## config.mk

```make
export PLATFORM = sky130hd
export DESIGN_NAME = univ_shift_register_flat
export DESIGN_NICKNAME = d
export VERILOG_FILES = /design/src/rtl/univ_shift_register_pkg.sv /design/src/rtl/univ_shift_register_if.sv /design/src/rtl/shift_word_counter.sv /design/src/rtl/univ_shift_register.sv /design/src/flat_wrapper.sv
export SDC_FILE = /design/constraint.sdc
export NUM_CORES = 1
export LEC_CHECK = 0
export CORE_MARGIN = 4
export CORE_UTILIZATION = 30
export DETAILED_ROUTE_END_ITERATION = 6
export HOLD_SLACK_MARGIN = 0.02
export SYNTH_ARGS = -nofsm -noshare
export SYNTH_HDL_FRONTEND = slang
export SYNTH_SLANG_ARGS = --single-unit
export TNS_END_PERCENT = 20
```

## constraint.sdc

```tcl
create_clock -name clk -period 2.3 [get_ports clk]
set_input_delay 0.575 -clock clk [delete_from_list [all_inputs] [get_ports clk]]
set_output_delay 0.575 -clock clk [all_outputs]
set_load 0.05 [all_outputs]
```

## src/rtl/univ_shift_register_pkg.sv

```systemverilog
// Shared encodings for the universal shift register: operating modes and shift directions.
package univ_shift_register_pkg;

  typedef logic [1:0] mode_t;

  localparam mode_t MODE_HOLD = 2'b00;
  localparam mode_t MODE_SHR  = 2'b01;
  localparam mode_t MODE_SHL  = 2'b10;
  localparam mode_t MODE_LOAD = 2'b11;

  localparam logic DIR_R = 1'b0;
  localparam logic DIR_L = 1'b1;

  function automatic logic mode_is_shift(mode_t m);
    return (m == MODE_SHR) || (m == MODE_SHL);
  endfunction

endpackage

```

## src/rtl/univ_shift_register_if.sv

```systemverilog
// Control, data and status bundle of the universal shift register.
interface univ_shift_register_if
  import univ_shift_register_pkg::*;
#(
  parameter int unsigned WIDTH = 4
) ();

  mode_t            mode;
  logic             SDR;
  logic             SDL;
  logic [WIDTH-1:0] D;
  logic [WIDTH-1:0] Q;
  logic             sout_r;
  logic             sout_l;
  logic             word_valid;

  modport master (
    output mode, SDR, SDL, D,
    input  Q, sout_r, sout_l, word_valid
  );

  modport slave (
    input  mode, SDR, SDL, D,
    output Q, sout_r, sout_l, word_valid
  );

endinterface

```

## src/rtl/shift_word_counter.sv

```systemverilog
// Counts consecutive same-direction shifts and pulses word_valid when WIDTH of them complete.
module shift_word_counter
  import univ_shift_register_pkg::*;
#(
  parameter int unsigned WIDTH = 4
) (
  input  logic clk,
  input  logic clrb,
  input  logic shift,
  input  logic dir,
  input  logic clear,
  output logic word_valid
);

  localparam int unsigned CNT_W = $clog2(WIDTH);
  localparam logic [CNT_W-1:0] CNT_MAX = CNT_W'(WIDTH - 1);

  logic [CNT_W-1:0] cnt_q, cnt_d;
  logic             dir_q, dir_d;
  logic             valid_q, valid_d;

  always_comb begin
    cnt_d   = cnt_q;
    dir_d   = dir_q;
    valid_d = 1'b0;
    if (clear) begin
      cnt_d = '0;
    end else if (shift) begin
      // A direction change starts a new word with this shift as its first bit.
      if (dir != dir_q) begin
        cnt_d = CNT_W'(1);
        dir_d = dir;
      end else if (cnt_q == CNT_MAX) begin
        cnt_d   = '0;
        valid_d = 1'b1;
      end else begin
        cnt_d = cnt_q + 1'b1;
      end
    end
  end

  always_ff @(posedge clk or negedge clrb) begin
    if (!clrb) begin
      cnt_q   <= '0;
      dir_q   <= DIR_R;
      valid_q <= 1'b0;
    end else begin
      cnt_q   <= cnt_d;
      dir_q   <= dir_d;
      valid_q <= valid_d;
    end
  end

  assign word_valid = valid_q;

endmodule

```

## src/rtl/univ_shift_register.sv

```systemverilog
// Universal shift register: hold, shift right/left and parallel load, with word-complete flag.
module univ_shift_register
  import univ_shift_register_pkg::*;
#(
  parameter int unsigned WIDTH = 4
) (
  input  logic                clk,
  input  logic                clrb,
  univ_shift_register_if.slave bus
);

  logic [WIDTH-1:0] data_q, data_d;
  logic             shift;
  logic             dir;
  logic             clear;
  logic             word_valid;

  always_comb begin
    data_d = data_q;
    dir    = DIR_R;
    clear  = 1'b0;
    unique case (bus.mode)
      MODE_HOLD: data_d = data_q;
      MODE_SHR: begin
        data_d = {bus.SDR, data_q[WIDTH-1:1]};
        dir    = DIR_R;
      end
      MODE_SHL: begin
        data_d = {data_q[WIDTH-2:0], bus.SDL};
        dir    = DIR_L;
      end
      MODE_LOAD: begin
        data_d = bus.D;
        clear  = 1'b1;
      end
      default: data_d = data_q;
    endcase
    shift = mode_is_shift(bus.mode);
  end

  always_ff @(posedge clk or negedge clrb) begin
    if (!clrb) begin
      data_q <= '0;
    end else begin
      data_q <= data_d;
    end
  end

  shift_word_counter #(
    .WIDTH (WIDTH)
  ) u_counter (
    .clk        (clk),
    .clrb       (clrb),
    .shift      (shift),
    .dir        (dir),
    .clear      (clear),
    .word_valid (word_valid)
  );

  assign bus.Q          = data_q;
  assign bus.sout_r     = data_q[0];
  assign bus.sout_l     = data_q[WIDTH-1];
  assign bus.word_valid = word_valid;

endmodule

```

## src/flat_wrapper.sv

```systemverilog
// flat-port wrapper written by rule: the top's interface ports become plain ports
module univ_shift_register_flat import univ_shift_register_pkg::*;
#(
  parameter int unsigned WIDTH = 4
)
  (clk, clrb, bus_mode, bus_SDR, bus_SDL, bus_D, bus_Q, bus_sout_r, bus_sout_l, bus_word_valid);
  univ_shift_register_if #(.WIDTH(WIDTH)) bus_i ();
  input  logic clk;
  input  logic clrb;
  input wire logic [$bits(bus_i.mode)-1:0] bus_mode;
  input wire logic [$bits(bus_i.SDR)-1:0] bus_SDR;
  input wire logic [$bits(bus_i.SDL)-1:0] bus_SDL;
  input wire logic [$bits(bus_i.D)-1:0] bus_D;
  output wire logic [$bits(bus_i.Q)-1:0] bus_Q;
  output wire logic [$bits(bus_i.sout_r)-1:0] bus_sout_r;
  output wire logic [$bits(bus_i.sout_l)-1:0] bus_sout_l;
  output wire logic [$bits(bus_i.word_valid)-1:0] bus_word_valid;
  assign bus_i.mode = bus_mode;
  assign bus_i.SDR = bus_SDR;
  assign bus_i.SDL = bus_SDL;
  assign bus_i.D = bus_D;
  assign bus_Q = bus_i.Q;
  assign bus_sout_r = bus_i.sout_r;
  assign bus_sout_l = bus_i.sout_l;
  assign bus_word_valid = bus_i.word_valid;
  univ_shift_register #(.WIDTH(WIDTH)) u_core (.clk(clk), .clrb(clrb), .bus(bus_i));
endmodule
```

==> reports/results.ini <==
[worst_setup_path]
slowest_delay_ps = 820
worst_path_max_delay_cell = clkdlybuf4s50_1
required_ps = 1730
cpLargestDelayFamily = buffers and inverters
critPathLaunchType = register
cp_max_fo = 4
crit_arrival_ps = 1470
cp_num_buf_inv = 1
path_cells = clkdlybuf4s50_1
end_kind = output pin
worstSetupPathType = register to output pin

[timing]
clock_skew_ps = 3.27
fin_tns_setup_ps = 0
rsz0062_at_grt = false
fin_crit_sh_pct = 89.0
max_freq_mhz = 489
maxSlewHeadroom_pct = 66.5
setup_violations = 0
worst_pin_slew_ps = 500
final_hold_viol_count = 0
worst_slack_ps = 253
slew_violations = 0
post-route-min-period_ps = 2050

[synth]
ys_warn_count = 0
yosysTopAreaCell = dfrtp_1
synth.cell_area_um2 = 512
syn_avg_cell_area_um2 = 9.30
syn-num-nets = 70
synth-seq-cells = 8
ys_seq_area_share_pct = 39.1
synth_area_leaders = dfrtp_1 (39%), a21oi_1 (14%), ha_1 (12%)
synthCells = 55
synth_top_area_share_pct = 39.1
synth.distinct_cells = 17

[min_path]
hp-class = register to register

[global_route]
grt_pass1_wl_um = 1700
grt_overflow = 0
grtUsageTotal_pct = 9.52
antenna_found_initial = 0
grt_max_degree = 13
grt_pass1_vias = 356

[flow_run]
drv_cap = 0

[route]
drc = 0
dr.pass1.iters = 4
postRouteAntennaNets = 0
wire_per_inst_um = 12.1
viasPerCell = 4.98
wl_um = 1040
drt_iter0_drc = 9
vias = 428

[die]
io-pin-count = 17
die_h_um = 49.3
die_area_um2 = 2430
die_width_um = 49.3
initial_utilization_pct = 32.8
core-area_um2 = 1560
num_rows = 14

[cts]
tritoncts = yes
clkTransAtPathRegs_ps = 50
clock-sinks = 8
post-cts-setup-buffers = 0
cts-resized-gates = 0
cts_root_buf = clkbuf_4
clockBufferDepth = 2
clk_latency_ps = 250
cts_buffers = 3
ctsHoldBuffers = 0
htree_levels = 1

[pwr]
powerDensity_nw_per_um2 = 679
irDropWorstVdd_v = 0.000325
power.leakage_uw = 0.000295

[final_layout]
final_cells = 86
syn2layout_area_growth_pct = 34.7
drive_gt1_share_pct = 5.71
fillers = 159
nNetsFinal = 87
diodes = 0

[placed_design]
place.gp.congestion = 0.643
dp_hpwl_um = 787
placed_cells = 83
io_buffers = 16
place_ws_ps = 209

[run_status]
status = finished, final reports clean

metrics by stage:
stage / total power [uW] / hold WS, ps / util, % / instance area, um^2
finish: 468 / 507 / 44.2 / 689
detailed placement: 365 / 494 / 42.8 / 667
global placement: 363 / 486 / 42.8 / 667
CTS: 474 / 506 / 44.2 / 689
global route: 503 / 547 / 44.2 / 689
floorplan: 305 / 279 / - / 512
per-layer routing:
| layer | GRT usage, % | vias to the layer above | share of wire (%) |
|---|---|---|---|
| li1 | - | 219 | - |
| met1 | 13.4 | 190 | 50 |
| met2 | 11.8 | 17 | 42 |
| met3 | 5.50 | 2 | 6.5 |
| met4 | 2.84 | 0 | 1.3 |
| met5 | 0 | - | 0 |
area by class of cell:
| type | count | area [um^2] | share of cell area (%) |
|---|---|---|---|
| Multi-Input combinational cell | 40 | 272 | 39.4 |
| Sequential cell | 8 | 200 | 29.0 |
| Timing Repair Buffer | 17 | 168 | 24.3 |
| Clock buffer | 3 | 22.5 | 3.27 |
| Tap cell | 16 | 20.0 | 2.90 |
| Inverter | 2 | 7.51 | 1.09 |
cell usage after synthesis:
library cell   n
a22o_1         1
and3_1         1
buf_2          2
ha_1           5
nand3b_1       1
o21a_1         1
nand2_1        1
a21oi_1       14
inv_1          2
or3b_1         1
o21ai_0        2
nor2b_1        5
buf_4          3
nor2_1         2
nor3b_1        4
xnor2_1        2
dfrtp_1        8
cells in the final DEF (no fill, tap or decap):
| master | instances |
|---|---|
| nand3b_1 | 1 |
| nor2_1 | 2 |
| a21oi_1 | 14 |
| buf_4 | 1 |
| nor3b_1 | 4 |
| ha_1 | 5 |
| and3_1 | 1 |
| o21ai_0 | 2 |
| or3b_1 | 1 |
| inv_1 | 2 |
| nor2b_1 | 5 |
| xnor2_1 | 2 |
| nand2_1 | 1 |
| o21a_1 | 1 |
| clkbuf_4 | 3 |
| dfrtp_1 | 8 |
| a22o_1 | 1 |
| clkdlybuf4s50_1 | 16 |
power by group:
part	internal [uW]	leakage, uW	switching (uW)
combinational	75.1	0.000181	105
sequential	163	0.0000998	18.6
clock	59.7	0.0000138	46.9
tightest hold or removal path, cell delays in order, from the launching register on:
cell     delay, ps
dfrtp_1        360
nand2_1         50
o21ai_0         60
state kept, by name, indices dropped and copies added, names as in the netlist:
register	cells
u_core.bus.Q	4
u_core.u_counter.cnt_q	2
u_core.u_counter.dir_q	1
u_core.u_counter.word_valid	1
kinds of logic (layout without fill, tap and decap cells):
logic type,Yosys count,count (layout),share of synthesized area (%)
and+or+nand+nor,15,15,18.6
xor gates and xnor gates,2,2,3.42
adders and majority gates,5,5,12.2
AOI/OAI and AO/OA,18,18,18.8
buffers and inverters,7,22,7.82
DFF,8,8,39.1
path summary, 6_finish.rpt:
path                       cells past startpoint  slack, ps                   endpoint                      start
max                                            1        250                   bus_Q[1]            u_core.bus.Q[1]
min                                            2        510  u_core.u_counter.cnt_q[1]  u_core.u_counter.cnt_q[1]
max in group asynchronous                      1       1430            u_core.bus.Q[1]                       clrb
max reg2reg                                    3       1330  u_core.u_counter.cnt_q[0]     u_core.u_counter.dir_q
min in group asynchronous                      1        600  u_core.u_counter.cnt_q[0]                       clrb
min reg2reg                                    2        510  u_core.u_counter.cnt_q[1]  u_core.u_counter.cnt_q[1]
Note: power is estimated with default switching activity, not from simulation.
